[src/rtl/pipe_stage_reg_pkg.sv]
// Shared pipeline definitions: control-bit positions, stage state encoding
// and the state-to-occupancy mapping used by pipe_stage_reg.
package pipe_stage_reg_pkg;

    // Positions inside the control-bit group carried with each instruction
    localparam int unsigned CTRL_RD_MEM = 0;
    localparam int unsigned CTRL_WR_MEM = 1;
    localparam int unsigned CTRL_BYTE   = 2;
    localparam int unsigned CTRL_WR_REG = 3;

    // Width of the occupancy count (0..2 entries)
    localparam int unsigned OCC_W = 2;

    typedef enum logic [1:0] {
        EMPTY = 2'd0,
        MAIN  = 2'd1,
        FULL  = 2'd2
    } stage_state_e;

    // Number of entries held in a given state
    function automatic logic [OCC_W-1:0] state_occupancy(input stage_state_e s);
        case (s)
            EMPTY:   return 2'd0;
            MAIN:    return 2'd1;
            FULL:    return 2'd2;
            default: return 2'd0;
        endcase
    endfunction

endpackage

[src/rtl/pipe_if.sv]
// Valid/ready pipeline bus carrying payload, control bits and destination index.
//   valid  master->slave  word present
//   ready  slave->master  word accepted this cycle
//   data   master->slave  payload (DATA_W)
//   ctrl   master->slave  control-bit group (CTRL_W)
//   rd     master->slave  destination register index (IDX_W)
interface pipe_if #(
    parameter int unsigned DATA_W = 96,
    parameter int unsigned CTRL_W = 4,
    parameter int unsigned IDX_W  = 5
) ();

    logic              valid;
    logic              ready;
    logic [DATA_W-1:0] data;
    logic [CTRL_W-1:0] ctrl;
    logic [IDX_W-1:0]  rd;

    modport master (
        output valid,
        output data,
        output ctrl,
        output rd,
        input  ready
    );

    modport slave (
        input  valid,
        input  data,
        input  ctrl,
        input  rd,
        output ready
    );

endinterface

[src/rtl/pipe_stage_reg_entry.sv]
// pipe_entry: one pipeline entry register with synchronous reset and load enable.
//   clk    rising-edge clock
//   reset  synchronous active-high clear
//   load   capture d on this edge
//   d      next entry value (W bits)
//   q      held entry value (W bits)
module pipe_entry #(
    parameter int unsigned W = 1
) (
    input  logic         clk,
    input  logic         reset,
    input  logic         load,
    input  logic [W-1:0] d,
    output logic [W-1:0] q
);

    // Entry storage
    always_ff @(posedge clk) begin
        if (reset) begin
            q <= '0;
        end else if (load) begin
            q <= d;
        end
    end

endmodule

[src/rtl/pipe_stage_reg.sv]
// pipe_stage_reg: pipeline boundary register with valid/ready handshake,
// optional skid entry and synchronous flush.
//   clk        rising-edge clock
//   reset      synchronous active-high reset, highest priority
//   flush      squash all held entries (beats any handshake)
//   in_bus     upstream slave port (valid/ready/data/ctrl/rd)
//   out_bus    downstream master port; ctrl reads 0 whenever valid is 0
//   occupancy  registered count of held entries (0..2)
// SKID=1: head + skid entry, in_ready is a flop (no out_ready path).
// SKID=0: head only, in_ready = !out_valid || out_ready.
module pipe_stage_reg
    import pipe_stage_reg_pkg::*;
#(
    parameter int unsigned DATA_W = 96,
    parameter int unsigned CTRL_W = 4,
    parameter int unsigned IDX_W  = 5,
    parameter int unsigned SKID   = 1
) (
    input  logic             clk,
    input  logic             reset,
    input  logic             flush,
    pipe_if.slave            in_bus,
    pipe_if.master           out_bus,
    output logic [OCC_W-1:0] occupancy
);

    localparam int unsigned ENT_W    = DATA_W + CTRL_W + IDX_W;
    localparam int unsigned CTRL_LSB = IDX_W;
    localparam int unsigned DATA_LSB = IDX_W + CTRL_W;

    stage_state_e     state_q;
    stage_state_e     state_d;
    logic [ENT_W-1:0] in_word;
    logic [ENT_W-1:0] bubble_word;
    logic [ENT_W-1:0] head_q;
    logic [ENT_W-1:0] head_d;
    logic [ENT_W-1:0] skid_q;
    logic             head_load;
    logic             skid_load;
    logic             in_ready_q;
    logic             in_ready_d;
    logic             in_ready_int;
    logic             out_valid_q;
    logic [OCC_W-1:0] occ_d;
    logic             in_fire;
    logic             out_fire;

    assign in_word  = {in_bus.data, in_bus.ctrl, in_bus.rd};
    assign in_fire  = in_bus.valid && in_ready_int;
    assign out_fire = out_valid_q && out_bus.ready;

    // Head contents once it stops being valid: payload and index hold, ctrl clears
    assign bubble_word = {head_q[ENT_W-1:DATA_LSB], CTRL_W'(0), head_q[IDX_W-1:0]};

    // State register
    always_ff @(posedge clk) begin
        if (reset) begin
            state_q <= EMPTY;
        end else begin
            state_q <= state_d;
        end
    end

    // Next state, entry loads and next values of the registered outputs
    always_comb begin
        state_d   = state_q;
        head_load = 1'b0;
        head_d    = in_word;
        skid_load = 1'b0;

        if (flush) begin
            state_d = EMPTY;
            if (state_q != EMPTY) begin
                head_load = 1'b1;
                head_d    = bubble_word;
            end
        end else begin
            case (state_q)
                EMPTY: begin
                    if (in_fire) begin
                        state_d   = MAIN;
                        head_load = 1'b1;
                    end
                end
                MAIN: begin
                    case ({in_fire, out_fire})
                        2'b11: begin
                            head_load = 1'b1;
                        end
                        2'b10: begin
                            // Only reachable with a skid entry: SKID=0 needs out_ready to accept
                            state_d   = FULL;
                            skid_load = 1'b1;
                        end
                        2'b01: begin
                            state_d   = EMPTY;
                            head_load = 1'b1;
                            head_d    = bubble_word;
                        end
                        default: begin
                            state_d = MAIN;
                        end
                    endcase
                end
                FULL: begin
                    // in_ready is low here, so only the drain case matters
                    if (out_fire) begin
                        state_d   = MAIN;
                        head_load = 1'b1;
                        head_d    = skid_q;
                    end
                end
                default: begin
                    state_d = EMPTY;
                end
            endcase
        end

        in_ready_d = (state_d != FULL);
        occ_d      = state_occupancy(state_d);
    end

    // Registered handshake and status outputs
    always_ff @(posedge clk) begin
        if (reset) begin
            in_ready_q  <= 1'b0;
            out_valid_q <= 1'b0;
            occupancy   <= '0;
        end else begin
            in_ready_q  <= in_ready_d;
            out_valid_q <= (state_d != EMPTY);
            occupancy   <= occ_d;
        end
    end

    // Head entry: always the oldest word
    pipe_entry #(.W(ENT_W)) u_head (
        .clk   (clk),
        .reset (reset),
        .load  (head_load),
        .d     (head_d),
        .q     (head_q)
    );

    // Skid entry and in_ready style
    if (SKID != 0) begin : g_skid
        pipe_entry #(.W(ENT_W)) u_skid (
            .clk   (clk),
            .reset (reset),
            .load  (skid_load),
            .d     (in_word),
            .q     (skid_q)
        );
        assign in_ready_int = in_ready_q;
    end else begin : g_noskid
        logic unused_skid_load;
        assign unused_skid_load = skid_load;
        assign skid_q           = '0;
        // in_ready_q only masks the reset cycles; acceptance follows the downstream
        assign in_ready_int     = in_ready_q && (!out_valid_q || out_bus.ready);
    end

    assign in_bus.ready  = in_ready_int;
    assign out_bus.valid = out_valid_q;
    assign out_bus.data  = head_q[ENT_W-1:DATA_LSB];
    assign out_bus.ctrl  = head_q[DATA_LSB-1:CTRL_LSB];
    assign out_bus.rd    = head_q[IDX_W-1:0];

endmodule

[src/flat_wrapper.sv]
// flat-port wrapper written by rule: the top's interface ports become plain ports
module pipe_stage_reg_flat import pipe_stage_reg_pkg::*;
#(
    parameter int unsigned DATA_W = 96,
    parameter int unsigned CTRL_W = 4,
    parameter int unsigned IDX_W  = 5,
    parameter int unsigned SKID   = 1
)
  (clk, reset, flush, occupancy, in_bus_valid, in_bus_data, in_bus_ctrl, in_bus_rd, in_bus_ready, out_bus_valid, out_bus_data, out_bus_ctrl, out_bus_rd, out_bus_ready);
  pipe_if #(.DATA_W(DATA_W), .CTRL_W(CTRL_W), .IDX_W(IDX_W)) in_bus_i ();
  pipe_if #(.DATA_W(DATA_W), .CTRL_W(CTRL_W), .IDX_W(IDX_W)) out_bus_i ();
  input  logic clk;
  input  logic reset;
  input  logic flush;
  output logic [OCC_W-1:0] occupancy;
  input wire logic [$bits(in_bus_i.valid)-1:0] in_bus_valid;
  input wire logic [$bits(in_bus_i.data)-1:0] in_bus_data;
  input wire logic [$bits(in_bus_i.ctrl)-1:0] in_bus_ctrl;
  input wire logic [$bits(in_bus_i.rd)-1:0] in_bus_rd;
  output wire logic [$bits(in_bus_i.ready)-1:0] in_bus_ready;
  output wire logic [$bits(out_bus_i.valid)-1:0] out_bus_valid;
  output wire logic [$bits(out_bus_i.data)-1:0] out_bus_data;
  output wire logic [$bits(out_bus_i.ctrl)-1:0] out_bus_ctrl;
  output wire logic [$bits(out_bus_i.rd)-1:0] out_bus_rd;
  input wire logic [$bits(out_bus_i.ready)-1:0] out_bus_ready;
  assign in_bus_i.valid = in_bus_valid;
  assign in_bus_i.data = in_bus_data;
  assign in_bus_i.ctrl = in_bus_ctrl;
  assign in_bus_i.rd = in_bus_rd;
  assign in_bus_ready = in_bus_i.ready;
  assign out_bus_valid = out_bus_i.valid;
  assign out_bus_data = out_bus_i.data;
  assign out_bus_ctrl = out_bus_i.ctrl;
  assign out_bus_rd = out_bus_i.rd;
  assign out_bus_i.ready = out_bus_ready;
  pipe_stage_reg #(.DATA_W(DATA_W), .CTRL_W(CTRL_W), .IDX_W(IDX_W), .SKID(SKID)) u_core (.clk(clk), .reset(reset), .flush(flush), .in_bus(in_bus_i), .out_bus(out_bus_i), .occupancy(occupancy));
endmodule
[config.mk]
export PLATFORM = sky130hd
export DESIGN_NAME = pipe_stage_reg_flat
export DESIGN_NICKNAME = d
export VERILOG_FILES = /design/src/rtl/pipe_stage_reg_pkg.sv /design/src/rtl/pipe_if.sv /design/src/rtl/pipe_stage_reg_entry.sv /design/src/rtl/pipe_stage_reg.sv /design/src/flat_wrapper.sv
export SDC_FILE = /design/constraint.sdc
export NUM_CORES = 1
export LEC_CHECK = 0
export BUFFER_PORTS_ARGS = -buffer_cell sky130_fd_sc_hd__clkbuf_2
export CAP_MARGIN = 20
export CORE_ASPECT_RATIO = 1.1
export CORE_UTILIZATION = 52
export DETAILED_ROUTE_END_ITERATION = 10
export PLACE_DENSITY = 0.79
export SYNTH_ARGS = -nofsm -noshare
export SYNTH_HDL_FRONTEND = slang
export SYNTH_SLANG_ARGS = --single-unit
[constraint.sdc]
create_clock -name clk -period 2.4 [get_ports clk]
set_clock_uncertainty 0.1 [all_clocks]
set_input_delay 0.48 -clock clk [delete_from_list [all_inputs] [get_ports clk]]
set_output_delay 0.48 -clock clk [all_outputs]
set_load 0.05 [all_outputs]
Yosys cells after proc, flatten, opt, wreduce, memory -nomap -nowiden. Index checks and enable logic that the tools add are counted.

Register bits: 216. Bits of input ports: 110. Output and inout bits: 109. Logic and storage cells: 44.

Equality and inequality tests: 10. Multiplexer cells: 20. Reductions and logical operators: 7.

Operators by type and width (number): $mux W105 (4); $pmux W105 S2 (1); $pmux W2 S3 (2); $eq A2 B2 Y1 const B (4); $mux W1 (8); $eq A2 B1 Y1 const B (3); $mux W2 (3); $ne A2 B2 Y1 const B (2); $pmux W2 S2 (1); $reduce_bool A2 Y1 (2); $ne A3 B3 Y1 const B (1); $pmux W1 S3 (1); $reduce_and A3 Y1 (1); $logic_and A1 B1 Y1 (2); $logic_not A2 Y1 (1); $reduce_or A2 Y1 (1).

Depth between registers and ports, before layout. Gate-level depths: netlist of run 1.

Depth after elaboration: 7. Mapped depth: 10. Depth with buffers taken out: 7.

Cells and area by module. Synthesis of run 1 repeated with hierarchy kept, for this count alone.

Cells, all modules: 982. Area, all modules: 9955.8 µm².

Modules (own cells, without submodules): pipe_entry (instances 2, cells an instance 339, area each 3756.1 µm², seq. area each 2102.0 µm²); pipe_stage_reg (instances 1, cells an instance 304, area each 2443.6 µm², seq. area each 120.1 µm²).

Worst setup path after synthesis of run 1. Ideal clock, no wire load.

Path kind: flip-flop to flip-flop. Start point: register u_core.out_valid_q, in the netlist u_core.out_bus.valid. End point: register u_core.u_head.q[84]. Library setup time: 125 ps. Data arrival time: 2059 ps. Data required time: 2175 ps. Path slack: 116 ps. Stages on the path, launching flop included: 11. Path buffers: 3. Clock period less this slack: 2284 ps. Cell sequence: dfxtp_1 -> nand2_2 -> inv_1 -> ha_1 -> inv_1 -> a221o_1 -> buf_2 -> buf_6 -> buf_6 -> a22oi_1 -> o2bb2ai_1.

Word-level cells in the longest chain between the ends: 7. Elaborated cells on any way between the ends: 13. Classes of those cells: eq/ne (3); mux (7); reduce/logical (3).

Ends and longest elaborated chain: start: declaration (line pipe_stage_reg.sv:43) `logic out_valid_q;`; start signal: assignment (line pipe_stage_reg.sv:131) `out_valid_q <= (state_d != EMPTY);`; $logic_and A1 B1 Y1 (*) (line pipe_stage_reg.sv:50) `assign out_fire = out_valid_q && out_bus.ready;`; $eq A2 B2 Y1 / $eq A2 B1 Y1 (equally long branches) (line pipe_stage_reg.sv:86) `case ({in_fire, out_fire})`; $reduce_or A2 Y1 (no source line); $mux W1 (line pipe_stage_reg.sv:86); $pmux W1 S3 (line pipe_stage_reg.sv:78) `case (state_q)`; $mux W1 (line pipe_stage_reg.sv:71) `if (flush) begin`; $reduce_and A3 Y1 (no source line); end signal: assignment (line pipe_stage_reg_entry.sv:20) `q <= '0;`; end signal: assignment (line pipe_stage_reg_entry.sv:22) `q <= d;`; end: declaration (line pipe_stage_reg_entry.sv:14) `output logic [W-1:0] q`.

Mark *: on every way between the ends. The rest lies on a longest branch, timed or not. A chain may end at the register's enable or synchronous reset.

Final worst setup path of run 1.
Start point: register u_core.state_q[1]. End point: register u_core.u_head.q[48].

Word-level cells in the longest chain between the ends: 4. Elaborated cells on any way between the ends: 12. Classes of those cells: eq/ne (4); mux (5); reduce/logical (3).

Ends and longest elaborated chain: start: declaration (line pipe_stage_reg.sv:31) `stage_state_e state_q;`; start signal: assignment (line pipe_stage_reg.sv:60) `state_q <= state_d;`; $eq A2 B2 Y1, or another cell as far along (line pipe_stage_reg.sv:78); $pmux W1 S3 / $mux W1 (equally long branches) (line pipe_stage_reg.sv:78, pipe_stage_reg.sv:73); $mux W1 (line pipe_stage_reg.sv:71); $reduce_and A3 Y1 (no source line).

Several ways; a longest one is shown, not always the timed one.

==> impl_metrics.ini, run 1 <==
[status]
run_status = finished, final reports clean

[placed_design]
dp_hpwl_um = 12900
dpl_cell_area_sq_um = 9330
place_ws_ps = 172
port_buffers = 218
gp_congestion = 0.797

[global_route]
grt_use_total_pct = 25.7
grt_pass1_vias = 6817
grt_overflow = 0
antenna_found_initial = 0
grt_pass1_wl_um = 33800
grt_max_degree = 88

[clock_tree]
htree_levels = 1
cts_setup_buffers = 0
clk_pin_slew_worst_paths_ps = 60
clkSinkCount = 216
cts-root-buf = clkbuf_16
cts_made_buffers = 22
postCtsHoldBufs = 0
clock_latency_ps = 490
ctsResizeCount = 0
cts_buffer_depth = 3
cts_tree = built

[routing]
routed_wl_um = 21200
drc_errors = 0
first_iter_violations = 598
drt-pass1-iter-count = 5
viasPerCell = 5.72
routedWlPerCell_um = 16.8
vias = 7228
ant_nets = 0

[power]
ir_worst_vdd_mv = 0.541
powerDensity_nw_per_um2 = 803
leakage_uw = 0.00400

[finish]
final_area_sq_um = 10100
synthToLayoutAreaGrowth_pct = 25.6
fill_cells = 1185
nNetsFinal = 1168
drive_gt1_share_pct = 26.2
post-route-util_pct = 66.9
diodes = 0

[logic_synthesis]
synth_common_cells = dfxtp_1 (216), nand2_1 (215), a21oi_1 (105), a22oi_1 (105), o2bb2ai_1 (105)
netlist_area_sq_um = 8050
async_flop_share_pct = 0
postSynthAreaPerCell_sq_um = 9.28
synth_edf_count = 0
synth_top_area_cell = dfxtp_1
synth_top_family_by_area = compound AO/OA/AOI/OAI gates
yosysMostFrequentCell = dfxtp_1
synth_top_area_share_pct = 53.7
synthXorXnorAreaFrac_pct = 0
synth_fp_nets = 985
synth_ff_type = dfxtp_1
synth_compound_area_share_pct = 28.8
ys_ff_latch = 216
ys_top_cells_by_area = dfxtp_1 (54%), o2bb2ai_1 (11%), nand2_1 (10%), a22oi_1 (9.8%), a21oi_1 (6.5%)
synth_fa_ha_area_share_pct = 1.09
syn_inst = 868
yosysWarnings = 0
synth_cell_types = 30
synthSimpleGateAreaFrac_pct = 11.1
synth.mux.area_fraction_pct = 0
ys_seq_area_share_pct = 53.7

[floorplan]
num_rows = 47
die_w_um = 121
core_sq_um = 15100
fp.dieH_um = 133
initial_utilization_pct = 53.3
ioPinCount = 219
die_area_sq_um = 16000

[timing]
max_freq_ghz = 0.462
hold_viol = 0
slew_headroom_pct = 58.7
fin_ws_ps = 236
setup_viol = 0
fin_tns_setup_ps = 0
drv_slew = 0
min_period_ps = 2160
rsz0062_at_grt = false
worst_pin_slew_ps = 620
period_share_pct = 90.2

[worst_setup_path]
startpoint_type = flop
arrival_ps = 2470
crit_type = reg2reg
worstPathMaxFanout = 41
worstSetupEndpointType = flop
worstPathCellList = inv_1, ha_1, nor2b_1, nand2_1, a31oi_4, buf_4, o2bb2ai_1
crit_slowest_cell = buf_4
crit_required_ps = 2710
cpPeakStageDelay_ps = 440

[min_path]
hold_class = in2reg

[job]
maxCapViolCount = 0
logic make-up after synthesis:
kind of cell    after synthesis
buf+inv                      88
compound gates              326
flops                       216
simple gates                231
fa+ha+maj                     7
stage by stage:
| stage | total power (uW) | std cells | hold slack, ps |
|---|---|---|---|
| after floorplan | 4280 | 868 | 336 |
| after global placement | 4540 | 1223 | 341 |
| after detailed placement | 4550 | 1223 | 346 |
| after CTS | 8160 | 1263 | 109 |
| after global routing | 8390 | 1263 | 116 |
| final | 8120 | 1263 | 118 |
worst max-delay path: cells and delay by family (launching register included):
family / cells / cell delay, ps
adder cells (fa/ha/maj): 1 / 320
flip-flops: 1 / 320
buffers and inverters: 2 / 530
AO/OA/AOI/OAI: 2 / 410
AND/OR/NAND/NOR: 2 / 370
path summary, 6_finish.rpt:
check                                             end                                startpoint  depth (start not counted)  slack [ps]
max                  u_core.u_head.q[48]$_SDFFE_PP0P_              u_core.state_q[1]$_SDFF_PP0_                          7         240
min           u_core.g_skid.u_skid.q[16]$_SDFFE_PP0P_                            in_bus_data[7]                          3         120
min reg2reg  u_core.g_skid.u_skid.q[104]$_SDFFE_PP0P_  u_core.g_skid.u_skid.q[104]$_SDFFE_PP0P_                          2         350
max reg2reg          u_core.u_head.q[48]$_SDFFE_PP0P_              u_core.state_q[1]$_SDFF_PP0_                          7         240
metal layers:
layer  GRT usage [%]  up-vias  share of wire (%)
met1            34.7     3440                 44
met4            9.19        0                2.7
li1                -     3488                  -
met3            5.60       45                7.2
met2            40.4      255                 47
met5               0        -                  0
report_power, final:
part | internal, uW | switching [uW] | total (uW)
clock network | 2280 | 1360 | 3640
registers | 3660 | 45.1 | 3710
logic | 250 | 519 | 768
total | 6190 | 1930 | 8120
layout by cell type (no fill, tap or decap), types with 2 or more instances in the layout:
| cell | synthesis | routed |
|---|---|---|
| clkbuf_2 | 0 | 217 |
| dfxtp_1 | 216 | 216 |
| nand2_1 | 215 | 214 |
| a21oi_1 | 105 | 105 |
| a22oi_1 | 105 | 105 |
| o2bb2ai_1 | 105 | 105 |
| clkbuf_16 | 0 | 23 |
| buf_4 | 1 | 12 |
| buf_12 | 0 | 10 |
| inv_1 | 8 | 8 |
| ha_1 | 7 | 7 |
| clkbuf_1 | 32 | 7 |
| bufinv_16 | 0 | 4 |
| nor2_1 | 4 | 3 |
| clkbuf_8 | 0 | 3 |
| nand3_1 | 3 | 2 |
| a221oi_1 | 2 | 2 |
| a31oi_1 | 3 | 2 |
| clkinv_2 | 0 | 2 |
state kept, by name, indices dropped and copies added (netlist names):
| signal | flops |
|---|---|
| u_core.g_skid.u_skid.q | 105 |
| u_core.u_head.q | 105 |
| u_core.occupancy | 2 |
| u_core.state_q | 2 |
| u_core.in_bus.ready | 1 |
| u_core.out_bus.valid | 1 |
area by class of cell:
type,count,area (sq um),area share [%]
timing repair buffer,239,1380,13.6
sequential,216,4320,42.8
tap,196,245,2.42
multi-input combinational,564,3360,33.2
inverter,8,30.0,0.297
clock inverter,7,138,1.36
clock buffer,33,643,6.36
Note: power is estimated with default switching activity, not from simulation.
==> run 2: changes to the inputs <==
Settings changed: CELL_PAD_IN_SITES_DETAIL_PLACEMENT set to 1, CELL_PAD_IN_SITES_GLOBAL_PLACEMENT set to 1, CORE_UTILIZATION 52 to 42, PLACE_DENSITY 0.79 to not set, PLACE_DENSITY_LB_ADDON set to 0.1, SYNTH_HIERARCHICAL set to 1.
==> run 2 against run 1 <==
  * Clock power up 2%
  * Hold slack better by 5.5 ps
  * Power up 6.8%
  * Global-route usage down 3.8 points
  * Register-to-register slack worse by 130 ps
  * Synthesized area up 24%
  * Critical endpoint is now u_core/u_head/q[20]$_SDFFE_PP0P_
  * Via count up 12%
  * Clock-buffer cell count up 5
  * Sequential power up 1%
  * Critical path type unchanged
  * Sequential share of layout area down 7.3 points
==> impl_metrics.ini, run 2 <==
[logic_synthesis]
yosysWarnings = 6
ys_top_cells_by_area = dfxtp_1 (43%), mux2i_1 (21%), a221o_1 (10%), nor2_1 (8.2%), nor2b_1 (6.0%)
synth_edf_count = 0
synth_ff_type = dfxtp_1
synth_top_area_cell = dfxtp_1
synth_fp_nets = 1096
yosysMostFrequentCell = nor2_1
ys_ff_latch = 216
synth_common_cells = nor2_1 (217), dfxtp_1 (216), mux2i_1 (210)
syn_inst = 982
synth_cell_types = 39
postSynthAreaPerCell_sq_um = 10.1
synth_top_area_share_pct = 43.4
netlist_area_sq_um = 9960
async_flop_share_pct = 0
ys_seq_area_share_pct = 43.4

[worst_setup_path]
crit_required_ps = 2690
worstPathMaxFanout = 5
crit_type = reg2reg
worstPathCellList = inv_2, ha_4, and2b_2, a31oi_4, buf_6, buf_12, nor2b_1, a221o_1, mux2i_1, nor2_1
arrival_ps = 2580
worstSetupEndpointType = flop
crit_slowest_cell = dfxtp_4
cpPeakStageDelay_ps = 380
startpoint_type = flop

[timing]
whs_ps = 124
worst_pin_slew_ps = 558
setup_viol = 0
drv_slew = 0
slew_headroom_pct = 62.8
min_period_ps = 2290
period_share_pct = 95.5
hold_viol = 0
rsz0062_at_grt = false
max_freq_ghz = 0.436

[global_route]
grt_use_total_pct = 21.8
antenna_found_initial = 1
grt_overflow = 0
grt_max_degree = 68
grt_pass1_vias = 8380
grt_pass1_wl_um = 43000

[routing]
routed_wl_um = 27700
vias = 8079
drt-pass1-iter-count = 4
drc_errors = 0
ant_nets = 0
routedWlPerCell_um = 18.5
viasPerCell = 5.39
first_iter_violations = 266

[floorplan]
fp.dieH_um = 163
die_w_um = 149
initial_utilization_pct = 43.1
num_rows = 58
core_sq_um = 23100
die_area_sq_um = 24300
ioPinCount = 219

[clock_tree]
clk_pin_slew_worst_paths_ps = 60
cts-root-buf = clkbuf_16
clkSinkCount = 216
cts_made_buffers = 25
cts_buffer_depth = 3
postCtsHoldBufs = 0
clock_latency_ps = 510
cts_tree = built
htree_levels = 1

[placed_design]
dp_hpwl_um = 17200
port_buffers = 218
gp_congestion = 0.776
dp_cells = 1448

[job]
maxCapViolCount = 0

[status]
run_status = finished, final reports clean

[finish]
reg.largest.list = u_core/g_skid.u_skid/q x105, u_core/u_head/q x105
final_cells = 1500
drive_gt1_share_pct = 26.3
nNetsFinal = 1297
final_cell_mix = clkbuf_2 (217), nor2_1 (217), dfxtp_1 (215)
synthToLayoutAreaGrowth_pct = 22.8

[power]
powerDensity_nw_per_um2 = 709
ir_worst_vdd_mv = 0.505
leakage_uw = 0.00479

[min_path]
hold_class = in2reg
## run 2: kinds of logic after synthesis
family	share of synthesized area [%]
DFF	43.4
buffers and inverters	6.42
and+or+nand+nor	15.6
adders and majority gates	0.503
AOI/OAI and AO/OA	12.1
muxes	21.9
## run 2: metal layers
metal / routed length (um) / global-route usage, % / vias up
met3: 1710 / 5.14 / 42
met4: 471 / 4.78 / 2
li1: - / - / 3898
met1: 12200 / 26.7 / 3956
met5: 11 / 0 / -
met2: 13300 / 38.7 / 181
## run 2: report_power, final
group	internal [uW]	switching, uW
clock	2250	1450
sequential	3690	74.1
combinational	457	746
## run 2: path summary, 6_finish.rpt
path / startpoint / endpoint / slack (ps) / depth (start not counted)
setup reg to reg: u_core/state_q[0]$_SDFF_PP0_ / u_core/u_head/q[20]$_SDFFE_PP0P_ / 110 / 10
setup / recovery: u_core/state_q[0]$_SDFF_PP0_ / u_core/u_head/q[20]$_SDFFE_PP0P_ / 110 / 10
hold / removal: in_bus_data[16] / u_core/g_skid.u_skid/q[25]$_SDFFE_PP0P_ / 120 / 3
hold reg to reg: u_core/g_skid.u_skid/q[24]$_SDFFE_PP0P_ / u_core/g_skid.u_skid/q[24]$_SDFFE_PP0P_ / 390 / 2
## run 2: metrics by stage
stage / setup TNS [ps] / cell area, sq um / total power, uW / setup slack, ps / utilization [%]
3_5_place_dp: -1340 / 11200 / 5020 / -80.1 / 48.6
3_3_place_gp: 0 / 11200 / 5000 / 14.0 / 48.6
2_1_floorplan: 0 / 9960 / 4690 / 221 / -
4_1_cts: 0 / 12100 / 8780 / 22.9 / 52.4
6_report: 0 / 12200 / 8670 / 107 / 53.0
5_1_grt: 0 / 12200 / 9030 / 5.31 / 53.0
## run 2: cell type report
| type | instances | area, sq um |
|---|---|---|
| sequential | 216 | 4330 |
| clock buffer | 38 | 754 |
| multi-input combinational | 680 | 5020 |
| clock inverter | 5 | 50.0 |
| tap | 300 | 375 |
| fill | 2655 | 10900 |
| timing repair buffer | 258 | 1680 |
| inverter | 2 | 7.51 |
| antenna | 1 | 2.50 |
## run 2: timing repair
| item | in CTS | in global routing |
|---|---|---|
| setup buffers | 2 | 1 |
| pin swaps | 1 | 1 |
| resized for setup | 3 | 11 |
| setup endpoints to repair | 61 | 69 |
| cloned | 1 | 4 |
## run 2: critical path: cells and delay by family (launching register included)
kind | cells | cell delay (ps)
simple gates | 3 | 350
compound gates | 2 | 550
buf+inv | 3 | 380
fa+ha+maj | 1 | 250
mux | 1 | 190
flops | 1 | 380
